## src/rtl/simpson_pkg.sv

```systemverilog
`default_nettype none
// +----------------------------------------------------------------------+
// | simpson_pkg : shared width, state encoding and group sizes            |
// | Rev 1.0                                                               |
// +----------------------------------------------------------------------+
package simpson_pkg;

  localparam int C_W = 16;

  localparam logic [3:0] C_ST_IDLE   = 4'd0;
  localparam logic [3:0] C_ST_CHECK  = 4'd1;
  localparam logic [3:0] C_ST_PARITY = 4'd2;
  localparam logic [3:0] C_ST_REQ    = 4'd3;
  localparam logic [3:0] C_ST_WAIT   = 4'd4;
  localparam logic [3:0] C_ST_TRAP   = 4'd5;
  localparam logic [3:0] C_ST_LOOP   = 4'd6;
  localparam logic [3:0] C_ST_ADD    = 4'd7;
  localparam logic [3:0] C_ST_FIN    = 4'd8;
  localparam logic [3:0] C_ST_ERR    = 4'd9;

  typedef enum logic [3:0] {
    ST_IDLE   = C_ST_IDLE,
    ST_CHECK  = C_ST_CHECK,
    ST_PARITY = C_ST_PARITY,
    ST_REQ    = C_ST_REQ,
    ST_WAIT   = C_ST_WAIT,
    ST_TRAP   = C_ST_TRAP,
    ST_LOOP   = C_ST_LOOP,
    ST_ADD    = C_ST_ADD,
    ST_FIN    = C_ST_FIN,
    ST_ERR    = C_ST_ERR
  } state_t;

  localparam logic [1:0] C_PTS_TRAP = 2'd2;
  localparam logic [1:0] C_PTS_SIMP = 2'd3;

endpackage
`default_nettype wire

```

## src/rtl/simpson_div3.sv

```systemverilog
`default_nettype none
// +----------------------------------------------------------------------+
// | simpson_div3 : combinational unsigned (W+3)-bit divide by 3, W-bit q   |
// | Rev 1.0                                                               |
// +----------------------------------------------------------------------+
module simpson_div3 #(
  parameter int W = 16
) (
  input  logic [W+2:0] dividend,
  output logic [W-1:0] quotient
);

  logic [2:0]   w_rem;
  logic [W-1:0] w_q;

  // Restoring long division; quotient bits above W fall off the shift register.
  always_comb begin
    w_rem = '0;
    w_q   = '0;
    for (int i = W + 2; i >= 0; i--) begin
      w_rem = {w_rem[1:0], dividend[i]};
      if (w_rem >= 3'd3) begin
        w_rem = w_rem - 3'd3;
        w_q   = {w_q[W-2:0], 1'b1};
      end else begin
        w_q   = {w_q[W-2:0], 1'b0};
      end
    end
  end

  assign quotient = w_q;

endmodule
`default_nettype wire

```

## src/rtl/simpson_sched.sv

```systemverilog
`default_nettype none
// +----------------------------------------------------------------------+
// | simpson_sched : Simpson integral sequencer over one shared evaluator   |
// | Rev 1.0                                                               |
// +----------------------------------------------------------------------+
module simpson_sched
  import simpson_pkg::*;
#(
  parameter int W = C_W
) (
  input  logic           clk,
  input  logic           rst_n,
  input  logic           start,
  input  logic [W-1:0]   c0,
  input  logic [W-1:0]   c1,
  input  logic [W-1:0]   c2,
  input  logic [W-1:0]   c3,
  input  logic [W-1:0]   lim_a,
  input  logic [W-1:0]   lim_b,
  output logic           busy,
  output logic           done,
  output logic           err,
  output logic [W-1:0]   result,
  output logic           ev_req,
  output logic [W-1:0]   ev_x,
  output logic [4*W-1:0] ev_coef,
  input  logic           ev_ack,
  input  logic           ev_valid,
  input  logic [W-1:0]   ev_value
);

  state_t         r_state, w_state_nxt;
  logic [W-1:0]   r_a, r_b, r_acc, r_result;
  logic [W-1:0]   r_f0, r_f1, r_f2;
  logic [4*W-1:0] r_coef;
  logic [1:0]     r_pt;
  logic           r_trap, r_busy, r_done, r_err;

  logic           w_last, w_capture, w_more;
  logic [W-1:0]   w_base, w_trap_avg, w_simp_q;
  logic [W+2:0]   w_simp_sum;

  assign w_last    = (r_pt == ((r_trap ? C_PTS_TRAP : C_PTS_SIMP) - 2'd1));
  assign w_capture = ((r_state == ST_REQ) && ev_ack && ev_valid) ||
                     ((r_state == ST_WAIT) && ev_valid);
  assign w_more    = (r_b > r_a);
  assign w_base    = r_trap ? (r_b - {{(W-1){1'b0}}, 1'b1}) : r_a;

  assign w_trap_avg = W'(({1'b0, r_f0} + {1'b0, r_f1}) >> 1);
  assign w_simp_sum = {3'b000, r_f0} + {1'b0, r_f1, 2'b00} + {3'b000, r_f2};

  simpson_div3 #(.W(W)) u_div3 (
    .dividend (w_simp_sum),
    .quotient (w_simp_q)
  );

  always_ff @(posedge clk) begin
    if (!rst_n) r_state <= ST_IDLE;
    else        r_state <= w_state_nxt;
  end

  always_comb begin
    w_state_nxt = r_state;
    case (r_state)
      ST_IDLE:   if (start) w_state_nxt = ST_CHECK;
      ST_CHECK:  w_state_nxt = (r_a >= r_b) ? ST_ERR : ST_PARITY;
      ST_PARITY: w_state_nxt = (r_a[0] ^ r_b[0]) ? ST_REQ : ST_LOOP;
      ST_REQ: begin
        if (ev_ack) begin
          if (!ev_valid)   w_state_nxt = ST_WAIT;
          else if (w_last) w_state_nxt = r_trap ? ST_TRAP : ST_ADD;
        end
      end
      ST_WAIT: begin
        if (ev_valid) w_state_nxt = w_last ? (r_trap ? ST_TRAP : ST_ADD) : ST_REQ;
      end
      ST_TRAP:   w_state_nxt = ST_LOOP;
      ST_LOOP:   w_state_nxt = w_more ? ST_REQ : ST_FIN;
      ST_ADD:    w_state_nxt = ST_LOOP;
      ST_FIN:    w_state_nxt = ST_IDLE;
      ST_ERR:    w_state_nxt = ST_IDLE;
      default:   w_state_nxt = ST_IDLE;
    endcase
  end

  always_ff @(posedge clk) begin
    if (!rst_n) begin
      r_a      <= '0;
      r_b      <= '0;
      r_coef   <= '0;
      r_acc    <= '0;
      r_f0     <= '0;
      r_f1     <= '0;
      r_f2     <= '0;
      r_pt     <= '0;
      r_trap   <= 1'b0;
      r_busy   <= 1'b0;
      r_done   <= 1'b0;
      r_err    <= 1'b0;
      r_result <= '0;
    end else begin
      r_done <= 1'b0;
      r_err  <= 1'b0;
      case (r_state)
        ST_IDLE: begin
          if (start) begin
            r_a    <= lim_a;
            r_b    <= lim_b;
            r_coef <= {c3, c2, c1, c0};
            r_acc  <= '0;
            r_busy <= 1'b1;
          end
        end
        ST_PARITY: begin
          r_pt   <= '0;
          r_trap <= r_a[0] ^ r_b[0];
        end
        ST_LOOP: begin
          r_pt   <= '0;
          r_trap <= 1'b0;
        end
        ST_TRAP: begin
          r_acc <= r_acc + w_trap_avg;
          r_b   <= r_b - {{(W-1){1'b0}}, 1'b1};
        end
        ST_ADD: begin
          r_acc <= r_acc + w_simp_q;
          r_a   <= r_a + {{(W-2){1'b0}}, 2'd2};
        end
        ST_FIN: begin
          r_result <= r_acc;
          r_done   <= 1'b1;
          r_busy   <= 1'b0;
        end
        ST_ERR: begin
          r_done <= 1'b1;
          r_err  <= 1'b1;
          r_busy <= 1'b0;
        end
        default: ;
      endcase

      // Same-cycle ack+valid lands here directly from REQ.
      if (w_capture) begin
        case (r_pt)
          2'd0:    r_f0 <= ev_value;
          2'd1:    r_f1 <= ev_value;
          default: r_f2 <= ev_value;
        endcase
        if (!w_last) r_pt <= r_pt + 2'd1;
      end
    end
  end

  always_comb begin
    ev_x = '0;
    if (r_state == ST_REQ) ev_x = w_base + {{(W-2){1'b0}}, r_pt};
  end

  assign ev_req  = (r_state == ST_REQ);
  assign ev_coef = r_coef;
  assign busy    = r_busy;
  assign done    = r_done;
  assign err     = r_err;
  assign result  = r_result;

endmodule
`default_nettype wire

```

## config.mk

```make
export PLATFORM = sky130hd
export DESIGN_NAME = simpson_sched
export DESIGN_NICKNAME = d
export VERILOG_FILES = /design/src/rtl/simpson_pkg.sv /design/src/rtl/simpson_div3.sv /design/src/rtl/simpson_sched.sv
export SDC_FILE = /design/constraint.sdc
export NUM_CORES = 1
export LEC_CHECK = 0
export ABC_CLOCK_PERIOD_IN_PS = 38900
export BUFFER_PORTS_ARGS = -buffer_cell sky130_fd_sc_hd__buf_2
export CAP_MARGIN = 10
export CORE_ASPECT_RATIO = 0.75
export CORE_MARGIN = 1
export CORE_UTILIZATION = 53
export DETAILED_ROUTE_END_ITERATION = 6
export PLACE_DENSITY = 0.82
export SYNTH_ARGS = -nofsm -noshare
export SYNTH_HDL_FRONTEND = slang
export SYNTH_SLANG_ARGS = --single-unit
```

## constraint.sdc

```tcl
create_clock -name clk -period 38.9 [get_ports clk]
set_input_delay 1.945 -clock clk [delete_from_list [all_inputs] [get_ports clk]]
set_output_delay 1.945 -clock clk [all_outputs]
set_load 0.02 [all_outputs]
```

# After elaboration in Yosys (flattened, before gate mapping)
# Index checks and enable logic that the tools add are counted.
[word_totals]
regBits = 186
latchBits = 0
ram_bits = 0
mem_bits_ro = 0
in_bits = 117
out_inout_bits = 100
word_cells = 163
memories = 0
[classes]
addsub = 27
multipliers = 0
div_mod_pow = 0
n_lt_le_gt_ge = 20
eq_ne = 15
shifts = 0
mux = 61
n_bitwise = 2
n_reduce_logical = 24
[ops]
columns = ["cell", "count"]
rows = [
  ["two-way mux 16 bit", 5],
  ["one-hot mux 16 bit (2 select lines)", 2],
  ["greater-or-equal comparator 3 x 2 -> 1 bit (second input constant)", 17],
  ["one-hot mux 16 bit (3 select lines)", 1],
  ["two-way mux 2 bit", 21],
  ["subtractor 2 bit (second input constant)", 17],
  ["adder 16 bit", 2],
  ["two-way mux 4 bit", 7],
  ["one-hot mux 4 bit (7 select lines)", 1],
  ["two-way mux 1 bit", 20],
  ["adder 16 x 18 -> 19 bit", 1],
  ["adder 19 x 16 -> 19 bit", 1],
  ["adder 16 x 16 -> 17 bit", 1],
  ["adder 16 x 2 -> 16 bit", 1],
  ["adder 16 x 2 -> 16 bit (second input constant)", 1],
  ["equality test 4 x 3 -> 1 bit (second input constant)", 4],
  ["greater-or-equal comparator 16 bit", 1],
  ["> comparator 16 bit", 1],
  ["AND reduction 2 bit", 8],
  ["subtractor 16 x 1 -> 16 bit (second input constant)", 1],
  ["equality test 4 x 2 -> 1 bit (second input constant)", 2],
  ["equality test 4 bit (second input constant)", 2],
  ["nonzero test 2 bit", 4],
  ["OR reduction 2 bit", 4],
  ["19 further kinds", 24],
]

# Longest topological paths before layout
# Gate-level depths: netlist of the first run.
[logic_depth]
word_depth = 40
depth_mapped = 104
depth_no_buf = 103

# Modules after synthesis
# Synthesis of the first run repeated with hierarchy kept, for this count alone.
[hier_totals]
hier_cells = 1689
area_unflattened_um2 = 12861.1
[modules_own_cells]
columns = ["mod", "n_inst", "cells_each", "area_per_inst_um2", "seq_area_each_um2"]
rows = [
  ["simpson_sched", 1, 1445, 11133.2, 3723.6],
  ["simpson_div3", 1, 244, 1727.9, 0.0],
]

# Worst setup path after synthesis of the first run
# No wires, ideal clock.
[synth_path]
kind = "reg2reg"
start = "reg r_f0[2]"
end = "reg r_acc[15]"
setup_ns = 0.115
t_arrival_ns = 18.796
required_time_ns = 38.785
path_slack_ns = 19.989
stages_incl_launch_ff = 102
path_buffers = 1
period_less_slack_ns = 18.911
path_cell_list = "dfxtp_1 inv_1 fa_1 fa_1 nand2b_1 a21oi_1 o31a_1 a41oi_2 xnor2_1 and2_1 ha_1 nor2_1 o21ai_0 xor2_1 ha_1 or3_1 mux2i_1 mux2i_1 [66 not listed] a21o_1 a21oi_1 o21bai_1 a21oi_1 o21bai_1 a21oi_1 o21bai_1 a21oi_1 o21bai_1 a21oi_1 o21bai_1 a21oi_1 o21bai_1 a21oi_1 xnor2_1 nand2_1 mux2i_1 and2_1"
[synth_via]
elab_chain_cells = 40
elab_cells_between_ends = 74
cone_classes = "22 x add/sub; 18 x order compare; 34 x mux"
[synth_lines]
columns = ["item", "line", "rtl"]
rows = [
  ["from (decl)", "simpson_sched.sv:34", "logic [W-1:0] r_f0, r_f1, r_f2;"],
  ["from (signal assigned)", "simpson_sched.sv:146", "2'd0: r_f0 <= ev_value;"],
  ["adder 16 x 18 -> 19 bit", "simpson_sched.sv:50", "assign w_simp_sum = {3'b000, r_f0} + {1'b0, r_f1, 2'b00} + {3'b000, r_f2};"],
  ["adder 19 x 16 -> 19 bit", "simpson_sched.sv:50", ""],
  ["subtractor 2 bit or greater-or-equal comparator 2 bit (tied branches)", "simpson_div3.sv:23, simpson_div3.sv:22", ""],
  ["two-way mux 2 bit", "simpson_div3.sv:22", "if (w_rem >= 3'd3) begin"],
  ["greater-or-equal comparator 3 x 2 -> 1 bit or subtractor 2 bit (tied branches)", "simpson_div3.sv:22, simpson_div3.sv:23", ""],
  ["two-way mux 2 bit", "simpson_div3.sv:22", ""],
  ["greater-or-equal comparator 3 x 2 -> 1 bit or subtractor 2 bit (tied branches)", "simpson_div3.sv:22, simpson_div3.sv:23", ""],
  ["two-way mux 2 bit", "simpson_div3.sv:22", ""],
  ["[24 not listed]", "--", ""],
  ["greater-or-equal comparator 3 x 2 -> 1 bit or subtractor 2 bit (tied branches)", "simpson_div3.sv:22, simpson_div3.sv:23", ""],
  ["two-way mux 2 bit", "simpson_div3.sv:22", ""],
  ["greater-or-equal comparator 3 x 2 -> 1 bit or subtractor 2 bit (tied branches)", "simpson_div3.sv:22, simpson_div3.sv:23", ""],
  ["two-way mux 2 bit", "simpson_div3.sv:22", ""],
  ["greater-or-equal comparator 3 x 2 -> 1 bit", "simpson_div3.sv:22", ""],
  ["two-way mux 1 bit", "simpson_div3.sv:22", ""],
  ["adder 16 bit", "simpson_sched.sv:127", "r_acc <= r_acc + w_simp_q;"],
  ["one-hot mux 16 bit (3 select lines) *", "simpson_sched.sv:104", "case (r_state)"],
  ["to (signal assigned)", "simpson_sched.sv:123", "r_acc <= r_acc + w_trap_avg;"],
  ["to (signal assigned)", "simpson_sched.sv:127", ""],
  ["to (decl)", "simpson_sched.sv:33", "logic [W-1:0] r_a, r_b, r_acc, r_result;"],
]
# Mark *: on every way between the ends. The rest lies on a longest branch, timed or not.
# A chain may end at the register's enable or synchronous reset.

# Worst setup path in the final report of the first run
# Ends and elaborated chain as after synthesis.

==> out/results.tsv, run 1 <==
stage	metric	value	unit
sta	final hold vios	0	
power	pwr/cell area	48.15	mW/mm²
power	P_int	0.0004150	W
synthesis	share of synthesized registers carrying an async set or reset	0	
sta	RSZ-0062 raised after global routing	false	
route	residual DRC count	0	
worst_setup_path	crit-path most repeated cell	ha_1	
place	hpwl dp	24.38	mm
die	CORE AREA	0.02241	mm²
global_route	GRT Overall Usage	0.2738	
route	Routed wire per std cell	16.00	µm
worst_setup_path	CP Max Fanout	8	
clock_tree	Root Buffer	clkbuf_16	
synthesis	Syn Std Cell Area	0.01230	mm²
route	final antenna-violating net count	0	
worst_setup_path	crit path DAT	22020	ps
sta	minimum clock period	21690	ps
synthesis	number of synthesized flops with an enable pin	0	
cells_and_area	commonest non-fill, non-tap cell in the layout	nand2_1	
cells_and_area	area of the multi-input gates	0.008070	mm²
global_route	vias in the first global route	10630	
global_route	remaining global-route overflow	0	
sta	setup violators final	0	
die	Row Count	47	
clock_tree	CTS resizes	0	
cells_and_area	commonest non-fill, non-tap cells in the layout	nand2_1 (327), buf_2 (215), dfxtp_1 (186)	
status	status	completed	
worst_hold_path	Worst Hold Class	reg -> reg	
worst_setup_path	Critical Path RT	39230	ps
sta	Worst Tran Pin Value	1023	ps
clock_tree	Clock Sinks	186	
die	initial core utilization	0.5489	
run	max cap viols	0	
cells_and_area	post-route non-filler standard cell count	2046	
worst_setup_path	crit path launch type	flip-flop	
route	DR iter-0 viols	1170	
clock_tree	clk_lat worst skew	440	ps
route	detailed-router iteration count before antenna repair	6	
power	Logic pwr share	0.373	
sta	worst rel slew slack	0.3182	
sta	Tcrit/Tclk final	0.5575	
synthesis	register bit total from synthesis	186	
clock_tree	clock buffer depth	2	
sta	skew final	11.57	ps
power	Static Leak	6.166	nW
synthesis	Syn Nets	1800	
sta	FMAX	46.11	MHz
place	Cell Count Post-Placement	2015	
cells_and_area	Fillers	1958	
synthesis	Syn Inst Count	1578	
power	P_sw	0.0002648	W
worst_setup_path	Worst Setup Path Type	reg -> reg	
synthesis	Main synth FF type	dfxtp_1	
sta	Setup WS post-layout	17210	ps
die	Die Y	133.9	µm
synthesis	sequential fraction of the synthesis area	0.3028	
place	Worst Setup Slack post-DPL	17630	ps
clock_tree	TritonCTS clock tree	built	
cells_and_area	layout cells sized above 1	0.1622	
power	Max VDD drop	39.67	µV
clock_tree	Clk pin slew, worst setup/hold paths	70	ps
route	routed vias	11730	
clock_tree	Hold Buf Count CTS	0	
worst_setup_path	CP Buf/Inv Count	3	
worst_setup_path	slowest library cell on the worst path	fa_1	
clock_tree	H-tree levels	4	
sta	max-slew violations	0	
die	die width	177.9	µm
die	Die ar.	0.02382	mm²
clock_tree	Num CTS Buffers	17	
place	Placed Area	0.01350	mm²
route	Via density	5.735	
synthesis	Synth warnings	0	
power	Clk pwr share	0.273	
global_route	initial antenna violation count	1	
global_route	largest net degree at the start of global routing	118	
synthesis	Distinct cells, synth	79	
place	Final GP Congestion	0.9571	
power	share of power burned in registers	0.355	
worst_setup_path	crit end category	flip-flop	
worst_setup_path	Crit path largest cell delay	550	ps
cells_and_area	Area growth syn-to-layout	14.81	%
clock_tree	postcts setup bufs	0	
power	Sw Share	0.3895	
die	num ports	217	
place	Buffers on Ports	216	
synthesis	syn_area_per_cell	7.793	µm²
cells_and_area	design area	0.01412	mm²
global_route	first-pass GRT wire length	52.73	mm
cells_and_area	nets	1962	
worst_setup_path	cell family with most CP delay	compound AO/OA/AOI/OAI gates	
route	Post-Route WL	32.73	mm
sta	setup TNS	0	ps
cells_and_area	Sequential Area	0.003724	mm²
[sequential cells by signal, summed over array words and instances (netlist names)]
name,count
r_trap,1
ev_coef,64
busy,1
r_pt,2
r_f1,16
r_f0,16
err,1
r_state,4
r_f2,16
result,16
done,1
r_a,16
r_b,16
r_acc,16
[synth_stat cells (3+ instances only)]
cell        n  share of area
mux2i_1     9         0.0073
ha_1       87          0.089
nor2b_1    33          0.017
a31oi_1     5         0.0025
o21ai_0    69          0.028
a211oi_1    8         0.0049
o21a_1      3         0.0018
a222oi_1    4         0.0033
o221ai_1    5         0.0036
o21ai_1     3         0.0012
xnor2_1    55          0.039
xor2_1     16          0.011
o221a_2     3         0.0027
and3_1     10         0.0051
o21bai_1   20          0.012
a21oi_1    97          0.039
nand2_1   327           0.10
a21boi_0  140          0.085
a221oi_1    9         0.0064
or3_1      15         0.0076
nor2_1    101          0.031
fa_1       18          0.029
clkbuf_1   68          0.021
a22oi_1     4         0.0024
a211o_1     6         0.0043
dfxtp_1   186           0.30
or2_2       6         0.0031
nand2b_1   13         0.0066
nand3_1    35          0.014
nand4_1    11         0.0056
nor4_1      5         0.0025
a311oi_1    6         0.0043
inv_1      57          0.017
or3b_1      3         0.0021
o211ai_1    7         0.0043
nor3_1     27          0.011
o22ai_1     5         0.0025
a21o_1     15         0.0092
a21oi_2     4         0.0028
buf_1       6         0.0018
and2_1     30          0.015
[cells by family after synthesis]
kind of cell,Yosys count,share of synthesized area
compound gates,444,0.2492
xor+xnor,72,0.05189
simple gates,625,0.2266
flops,186,0.3028
fa+ha+maj,105,0.1178
mux,11,0.009462
buf+inv,135,0.04232
[power by group through the flow]
stage                     Sequential (W)  Combinational (W)  Clock [W]
after floorplan                 0.000254           0.000169          0
after global placement          0.000243           0.000240          0
after detailed placement        0.000243           0.000247          0
after CTS                       0.000240           0.000249   0.000187
after global routing            0.000244           0.000279   0.000195
final                           0.000241           0.000253   0.000185
[cell type report]
type                            count  share of cell area
Multi-Input combinational cell   1257              0.5716
Inverter                           57             0.01515
Sequential cell                   186              0.2637
Tap cell                          294             0.02605
Timing Repair Buffer              221             0.07940
Clock buffer                       18             0.03039
Antenna cell                        1           0.0001772
Clock inverter                     12             0.01356
[stage by stage]
stage,util,hold slack [ps],power [W]
final,0.6302,461.6,0.0006798
after global routing,0.6302,480.5,0.0007169
after floorplan,-,443.5,0.0004232
after CTS,0.6301,464.3,0.0006759
after global placement,0.6024,447.0,0.0004828
after detailed placement,0.6024,455.2,0.0004904
[worst register-to-register path: cells and delay by family, from the launching register on]
kind / cells / cell delay [ps]
compound gates: 37 / 8010
xor+xnor: 14 / 2140
mux: 5 / 920
buf+inv: 3 / 210
simple gates: 22 / 4740
flops: 1 / 350
fa+ha+maj: 19 / 5230
[path summary, 6_finish.rpt]
check | from | end | cells after the start | slack (ps)
setup / recovery | r_f0[2]$_SDFFE_PN0P_ | r_acc[15]$_SDFFE_PN0P_ | 100 | 17210
hold / removal | ev_coef[60]$_SDFFE_PN0P_ | ev_coef[60]$_SDFFE_PN0P_ | 2 | 460
setup reg to reg | r_f0[2]$_SDFFE_PN0P_ | r_acc[15]$_SDFFE_PN0P_ | 100 | 17210
hold reg to reg | ev_coef[60]$_SDFFE_PN0P_ | ev_coef[60]$_SDFFE_PN0P_ | 2 | 460
[layer usage]
metal | vias up | wire [µm] | share of wire | GRT usage
met1 | 5383 | 15800 | 0.48 | 0.4160
li1 | 5797 | - | - | -
met3 | 36 | 3039 | 0.093 | 0.06236
met5 | - | 0 | 0 | 0
met4 | 0 | 347 | 0.011 | 0.05508
met2 | 518 | 13550 | 0.41 | 0.3895
Power figures use the tool's default switching activity.
==> run 2, diff against run 1 <==
--- a/config.mk
+++ b/config.mk
@@ -5,7 +5,8 @@
 export SDC_FILE = /design/constraint.sdc
 export NUM_CORES = 1
 export LEC_CHECK = 0
-export ABC_CLOCK_PERIOD_IN_PS = 38900
+export ABC_AREA = 1
+export ABC_CLOCK_PERIOD_IN_PS = 20100
 export BUFFER_PORTS_ARGS = -buffer_cell sky130_fd_sc_hd__buf_2
 export CAP_MARGIN = 10
 export CORE_ASPECT_RATIO = 0.75
==> constraint.sdc (replaced) <==
create_clock -name clk -period 20.1 [get_ports clk]
set_input_delay 1.005 -clock clk [delete_from_list [all_inputs] [get_ports clk]]
set_output_delay 1.005 -clock clk [all_outputs]
set_load 0.02 [all_outputs]
==> run 2 against run 1 <==
Sequential cell count is the same. Routed wire length decreased by 0.64%. Largest cell class unchanged. Sequential share of layout area grew 0.38 points. Setup slack lost 12000 ps. Register-to-register slack lost 12000 ps. Die area decreased by 2.2%. Critical path depth is 23 higher. Area after synthesis decreased by 2.3%. Clock skew up 5.8 ps.
==> out/results.tsv, run 2 <==
stage	metric	value	unit	change
place	hpwl dp	24.44	mm	was 24.38 mm
cells_and_area	commonest non-fill, non-tap cells in the layout	nor2_1 (315), nand2_1 (311), buf_2 (216)		was nand2_1 (327), buf_2 (215), dfxtp_1 (186)
route	Via density	5.402		was 5.735
sta	worst rel slew slack	0.2821		was 0.3182
cells_and_area	layout cells sized above 1	0.1709		was 0.1622
route	Post-Route WL	32.52	mm	was 32.73 mm
cells_and_area	area of the multi-input gates	0.007341	mm²	was 0.008070 mm²
worst_setup_path	crit-path most repeated cell	nand2_1		was ha_1
synthesis	Distinct cells, synth	51		was 79
synthesis	sequential fraction of the synthesis area	0.3098		was 0.3028
route	residual DRC count	0		unchanged
worst_hold_path	Worst Hold Class	reg -> reg		unchanged
die	num ports	217		unchanged
global_route	GRT Overall Usage	0.2830		was 0.2738
power	pwr/cell area	98.32	mW/mm²	was 48.15 mW/mm²
run	max cap viols	0		unchanged
clock_tree	CTS resizes	0		unchanged
cells_and_area	Fillers	1960		was 1958
worst_setup_path	CP Buf/Inv Count	23		was 3
synthesis	syn_area_per_cell	6.880	µm²	was 7.793 µm²
synthesis	Synth top cells by count	nor2_1 (317), nand2_1 (311), dfxtp_1 (186)		was nand2_1 (327), dfxtp_1 (186), a21boi_0 (140)
sta	setup violators final	0		unchanged
clock_tree	Clock Sinks	186		unchanged
clock_tree	H-tree levels	4		unchanged
sta	RSZ-0062 raised after global routing	false		unchanged
sta	Setup WS post-layout	5264	ps	was 17210 ps
clock_tree	Hold Buf Count CTS	0		unchanged
cells_and_area	Area growth syn-to-layout	15.79	%	was 14.81%
sta	final hold vios	0		unchanged
place	Worst Setup Slack post-DPL	5473	ps	was 17630 ps
worst_setup_path	CP startpoint	r_f0[2]$_SDFFE_PN0P_		unchanged
sta	max-slew violations	0		unchanged
die	initial core utilization	0.5421		was 0.5489
synthesis	Main synth FF type	dfxtp_1		unchanged
clock_tree	Root Buffer	clkbuf_16		unchanged
synthesis	top-count cell post-synth	nor2_1		was nand2_1
route	DR iter-0 viols	1016		was 1170
status	status	completed		unchanged
cells_and_area	max reg flops	64		unchanged
worst_setup_path	Worst Setup Path Type	reg -> reg		unchanged
synthesis	Syn Nets	1969		was 1800
worst_setup_path	worst r2r src	r_f0[2]$_SDFFE_PN0P_		unchanged
worst_setup_path	CP Max Fanout	5		was 8
power	Static Leak	6.801	nW	was 6.166 nW
worst_setup_path	Reg-to-Reg End	r_acc[15]$_SDFFE_PN0P_		unchanged
cells_and_area	Sequential Area	0.003724	mm²	unchanged
synthesis	Syn Inst Count	1747		was 1578
route	Routed wire per std cell	14.56	µm	was 16.00 µm
sta	skew final	17.40	ps	was 11.57 ps
power	Total Power Consumption	0.001368	W	was 0.0006798 W
clock_tree	TritonCTS clock tree	built		unchanged
worst_setup_path	crit path capture	r_acc[15]$_SDFFE_PN0P_		unchanged
worst_setup_path	crit path DAT	15200	ps	was 22020 ps
clock_tree	Clk pin slew, worst setup/hold paths	80	ps	was 70 ps
global_route	remaining global-route overflow	0		unchanged
synthesis	top post-synthesis cells by area	dfxtp_1 (31%), nor2_1 (9.9%), nand2_1 (9.7%)		was dfxtp_1 (30%), nand2_1 (10%), ha_1 (8.9%)
place	Final GP Congestion	0.8850		was 0.9571
worst_setup_path	r2r setup slk	5260	ps	was 17210 ps
worst_hold_path	Worst Hold Path Cells	2		unchanged
clock_tree	Num CTS Buffers	17		unchanged
die	Die ar.	0.02329	mm²	was 0.02382 mm²
clock_tree	postcts setup bufs	0		unchanged
synthesis	Syn Std Cell Area	0.01202	mm²	was 0.01230 mm²
clock_tree	clk_lat worst skew	440	ps	about the same
worst_setup_path	Critical Path RT	20460	ps	was 39230 ps
sta	Tcrit/Tclk final	0.7381		was 0.5575
worst_setup_path	cell family with most CP delay	simple AND/OR/NAND/NOR gates		was compound AO/OA/AOI/OAI gates
global_route	initial antenna violation count	2		was 1
sta	FMAX	67.40	MHz	was 46.11 MHz
sta	setup TNS	0	ps	unchanged
global_route	vias in the first global route	11280		was 10630
worst_setup_path	Crit path largest cell delay	590	ps	was 550 ps
route	final antenna-violating net count	0		unchanged
global_route	first-pass GRT wire length	53.78	mm	was 52.73 mm
global_route	largest net degree at the start of global routing	89		was 118
synthesis	number of synthesized flops with an enable pin	0		unchanged
die	Row Count	47		unchanged
cells_and_area	commonest non-fill, non-tap cell in the layout	nor2_1		was nand2_1
sta	Worst Tran Pin Value	1073	ps	was 1023 ps
route	detailed-router iteration count before antenna repair	7		was 6
route	routed vias	12060		was 11730
synthesis	Synth warnings	0		unchanged
synthesis	Synth area leader	dfxtp_1		unchanged
synthesis	area share of the largest cell type after synthesis	0.3098		was 0.3028
worst_setup_path	crit path launch type	flip-flop		unchanged
place	Buffers on Ports	216		unchanged
clock_tree	clock buffer depth	2		unchanged
worst_setup_path	R2R cell count	123		was 100
power	Max VDD drop	74.89	µV	was 39.67 µV
synthesis	register bit total from synthesis	186		unchanged
synthesis	share of synthesized registers carrying an async set or reset	0		unchanged
sta	Hold WS	490.1	ps	was 461.6 ps
die	Die Y	132.4	µm	was 133.9 µm
cells_and_area	nets	2147		was 1962
worst_setup_path	crit end category	flip-flop		unchanged
sta	minimum clock period	14840	ps	was 21690 ps
worst_setup_path	slowest library cell on the worst path	fa_1		unchanged
die	die width	175.9	µm	was 177.9 µm
worst_setup_path	Stages on worst setup path	123		was 100
die	CORE AREA	0.02217	mm²	was 0.02241 mm²
==> run 2: cell count changes in the layout (fill, tap and decap cells not counted), moves of 45 or more <==
cell and delta:
nor2_1 +215, a21boi_0 -140, inv_1 +122, o21ai_0 +84, nand3_1 +45, xnor2_1 -45
==> run 2: routing by layer <==
layer,routed length (µm),up-vias,global-route usage,part of all wire
li1,-,6069,-,-
met1,15140,5473,0.3887,0.47
met2,14320,471,0.4442,0.44
met3,2355,50,0.05345,0.072
met4,699,0,0.09710,0.021
met5,0,-,0,0
==> run 2: worst min-delay path by stage <==
| stage | start | to | slack [ps] |
|---|---|---|---|
| after detailed placement | r_f2[5]$_SDFFE_PN0P_ | r_f2[5]$_SDFFE_PN0P_ | 480 |
| after global placement | r_b[1]$_SDFFE_PN0P_ | r_b[1]$_SDFFE_PN0P_ | 460 |
| after CTS | r_f2[5]$_SDFFE_PN0P_ | r_f2[5]$_SDFFE_PN0P_ | 490 |
| final | r_f2[5]$_SDFFE_PN0P_ | r_f2[5]$_SDFFE_PN0P_ | 490 |
| after global routing | r_acc[3]$_SDFFE_PN0P_ | r_acc[3]$_SDFFE_PN0P_ | 510 |
| after floorplan | r_f2[0]$_SDFFE_PN0P_ | r_f2[0]$_SDFFE_PN0P_ | 440 |
==> run 2: worst reg2reg max path: cells and delay by family, from the launching register on <==
kind	cells	cell delay [ps]
fa+ha+maj	19	4610
simple gates	72	6590
flops	1	340
compound gates	9	1160
buf+inv	23	2080
==> run 2: stage by stage <==
stage	utilization	std cells	instance area, µm²
after global routing	0.6277	2233	13920
after global placement	0.5996	2200	13290
final	0.6277	2233	13920
after floorplan	-	1747	12020
after detailed placement	0.5996	2200	13290
after CTS	0.6275	2231	13910
==> run 2: cells by family (layout without fill, tap and decap cells) <==
logic type                 Yosys count  count (layout)  synth area share
other                                0               2                 0
DFF                                186             186            0.3098
buffers and inverters              258             448           0.08068
and+or+nand+nor                    809             809            0.3002
xor gates and xnor gates            36              36           0.02623
adders and majority gates          105             105            0.1205
AOI/OAI and AO/OA                  353             353            0.1625
==> run 2: area by class of cell <==
cell class              instances  share of cell area
diodes                          2           0.0003596
flip-flops and latches        186              0.2676
clock inverters                13             0.01286
repair buffers                223             0.08145
inverters                     194             0.05232
well taps                     294             0.02643
multi-input cells            1303              0.5275
clock buffers                  18             0.03156
==> run 2: report_power, final <==
part,internal (W),switching (W)
logic,0.000169,0.000353
clock network,0.000192,0.000161
registers,0.000443,0.0000506
==> run 3, diff against run 2 <==
--- a/config.mk
+++ b/config.mk
@@ -5,8 +5,8 @@
 export SDC_FILE = /design/constraint.sdc
 export NUM_CORES = 1
 export LEC_CHECK = 0
-export ABC_AREA = 1
-export ABC_CLOCK_PERIOD_IN_PS = 20100
+export ABC_AREA = 0
+export ABC_CLOCK_PERIOD_IN_PS = 14200
 export BUFFER_PORTS_ARGS = -buffer_cell sky130_fd_sc_hd__buf_2
 export CAP_MARGIN = 10
 export CORE_ASPECT_RATIO = 0.75
==> constraint.sdc (replaced) <==
create_clock -name clk -period 14.2 [get_ports clk]
set_input_delay 0.71 -clock clk [delete_from_list [all_inputs] [get_ports clk]]
set_output_delay 0.71 -clock clk [all_outputs]
set_load 0.02 [all_outputs]
==> run 3 against run 2 <==
The run now ends with design-rule violations, negative setup slack left. Via count increased by 11%. Clock skew decreased by 1.5 ps. Routed wire length increased by 26%.
==> out/results.tsv, run 3 (synthesis results as in run 1) <==
stage	metric	value	unit	change
worst_setup_path	CP Max Fanout	5		unchanged
route	Post-Route WL	40.84	mm	was 32.52 mm
worst_hold_path	Worst Hold Class	reg -> reg		unchanged
worst_setup_path	slowest library cell on the worst path	fa_1		unchanged
cells_and_area	layout cells sized above 1	0.3131		was 0.1709
clock_tree	Hold Buf Count CTS	0		unchanged
die	Die ar.	0.02382	mm²	was 0.02329 mm²
global_route	remaining global-route overflow	0		unchanged
sta	FMAX	53.60	MHz	was 67.40 MHz
sta	setup TNS	-56350	ps	was 0 ps
sta	final hold vios	0		unchanged
worst_setup_path	crit end category	flip-flop		unchanged
power	pwr/cell area	120.2	mW/mm²	was 98.32 mW/mm²
route	WL met1	17.16	mm	was 15.14 mm
worst_setup_path	CP startpoint	r_f1[2]$_SDFFE_PN0P_		was r_f0[2]$_SDFFE_PN0P_
die	num ports	217		unchanged
route	final antenna-violating net count	0		unchanged
place	Final GP Congestion	0.9512		was 0.8850
route	met2 wire length	18.20	mm	was 14.32 mm
sta	Worst Tran Pin Value	1087	ps	was 1073 ps
worst_setup_path	crit-path most repeated cell	ha_2		was nand2_1
worst_setup_path	crit path launch type	flip-flop		unchanged
cells_and_area	commonest non-fill, non-tap cell in the layout	nand2_1		was nor2_1
clock_tree	H-tree levels	4		unchanged
route	residual DRC count	2		was 0
sta	Tcrit/Tclk final	1.314		was 0.7381
place	Cell Count Post-Placement	2168		was 2200
route	Routed wire per std cell	17.95	µm	was 14.56 µm
route	met3 routed WL	3.801	mm	was 2.355 mm
sta	max-slew violations	0		unchanged
sta	skew final	15.88	ps	was 17.40 ps
global_route	vias in the first global route	12320		was 11280
cells_and_area	post-route non-filler standard cell count	2275		was 2233
place	Buffers on Ports	216		unchanged
die	CORE AREA	0.02241	mm²	was 0.02217 mm²
sta	worst rel slew slack	0.2732		was 0.2821
worst_setup_path	Crit path largest cell delay	430	ps	was 590 ps
status	failing checks	design-rule violations, negative setup slack		
die	initial core utilization	0.5489		was 0.5421
sta	RSZ-0062 raised after global routing	true		was false
clock_tree	Clock Sinks	186		unchanged
worst_setup_path	worst r2r src	r_f1[2]$_SDFFE_PN0P_		was r_f0[2]$_SDFFE_PN0P_
clock_tree	Num CTS Buffers	17		unchanged
route	detailed-router iteration count before antenna repair	7		unchanged
clock_tree	clock buffer depth	2		unchanged
global_route	initial antenna violation count	1		was 2
die	Row Count	47		unchanged
global_route	first-pass GRT wire length	60.95	mm	was 53.78 mm
power	Static Leak	7.383	nW	was 6.801 nW
worst_setup_path	Worst Setup Path Type	reg -> reg		unchanged
cells_and_area	Area growth syn-to-layout	33.88	%	was 15.79%
cells_and_area	commonest non-fill, non-tap cells in the layout	nand2_1 (325), buf_4 (232), buf_2 (215)		was nor2_1 (315), nand2_1 (311), buf_2 (216)
clock_tree	TritonCTS clock tree	built		unchanged
status	status	finished with violations		was completed
sta	Setup WS post-layout	-4458	ps	was 5264 ps
sta	minimum clock period	18660	ps	was 14840 ps
global_route	largest net degree at the start of global routing	116		was 89
route	routed vias	13340		was 12060
die	die width	177.9	µm	was 175.9 µm
worst_hold_path	min-delay src	result[1]$_SDFFE_PN0N_		was r_f2[5]$_SDFFE_PN0P_
run	max cap viols	0		unchanged
power	Max VDD drop	118.6	µV	was 74.89 µV
sta	setup violators final	16		was 0
route	DR iter-0 viols	1513		was 1016
cells_and_area	max reg flops	64		unchanged
clock_tree	Root Buffer	clkbuf_16		unchanged
worst_setup_path	crit path DAT	18980	ps	was 15200 ps
place	hpwl dp	27.33	mm	was 24.44 mm
sta	Hold WS	460.2	ps	was 490.1 ps
route	Via density	5.862		was 5.402
route	top routing layer used	met4		unchanged
global_route	GRT Overall Usage	0.3182		was 0.2830
cells_and_area	nets	2189		was 2147
clock_tree	clk_lat worst skew	440	ps	about the same
die	Die Y	133.9	µm	was 132.4 µm
cells_and_area	final core occ	0.7349		was 0.6277
worst_setup_path	Critical Path RT	14520	ps	was 20460 ps
clock_tree	Clk pin slew, worst setup/hold paths	70	ps	was 80 ps
run 3: changes by cell type in the layout (fill, tap and decap cells not counted), sizes merged, moves of 14 or more:
cell    before  now
xnor2       10   55
o21ai      156   73
a21oi      134  101
nor2b        0   33
and2         0   31
inv        190   63
buf        223  448
nand3      104   35
nor2       320  101
or3          0   15
a21o         1   15
o21bai       7   21
a21boi       0  141
run 3: worst max-delay path, delay by kind of cell (launching register included):
family	cells	cell delay (ps)
adders and majority gates	20	4620
muxes	3	420
AOI/OAI and AO/OA	30	5520
DFF	1	380
and+or+nand+nor	19	3860
buffers and inverters	16	1790
xor gates and xnor gates	14	1910
run 3: timing repair:
action | CTS | global route
resized for setup | 29 | 31
setup endpoints to repair | 16 | 16
pin swaps | 67 | 52
buffers inserted | 58 | 16
endpoints found under the hold margin | 0 | 0
run 3: final cells by class:
class / count / area [µm²]
Sequential cell: 186 / 3734
Clock buffer: 20 / 446.7
Multi-Input combinational cell: 1257 / 8693
Fill cell: 1605 / 5941
Timing Repair Buffer: 448 / 2829
Inverter: 57 / 216.5
Antenna cell: 1 / 2.502
Clock inverter: 12 / 175.2
Tap cell: 294 / 367.9
run 3: final timing paths:
kind	depth (start not counted)	slack [ps]	end
worst min-delay path	2	460	result[1]$_SDFFE_PN0N_
worst min register to register	2	460	result[1]$_SDFFE_PN0N_
worst max register to register	102	-4460	r_acc[6]$_SDFFE_PN0P_
worst max-delay path	102	-4460	r_acc[6]$_SDFFE_PN0P_
run 3: through the flow:
step | instance area, µm² | power [W] | setup WS (ps)
floorplan | 12640 | 0.001181 | -3578
global placement | 14980 | 0.001379 | -2824
detailed placement | 14980 | 0.001407 | -3719
CTS | 16180 | 0.001937 | -3215
global route | 16460 | 0.002079 | -5153
finish | 16460 | 0.001980 | -4458
run 3: layer usage:
layer,vias to the layer above,track usage
li1,6244,-
met1,6211,0.4347
met2,716,0.4935
met3,165,0.06122
met4,0,0.1239
met5,-,0
run 3: power breakdown:
part,total (W),internal (W),leakage [nW],switching (W)
sequential,0.000661,0.000591,1.52,0.0000698
combinational,0.000809,0.000313,5.56,0.000496
clock,0.000510,0.000288,0.302,0.000222
total,0.00198,0.00119,7.38,0.000787
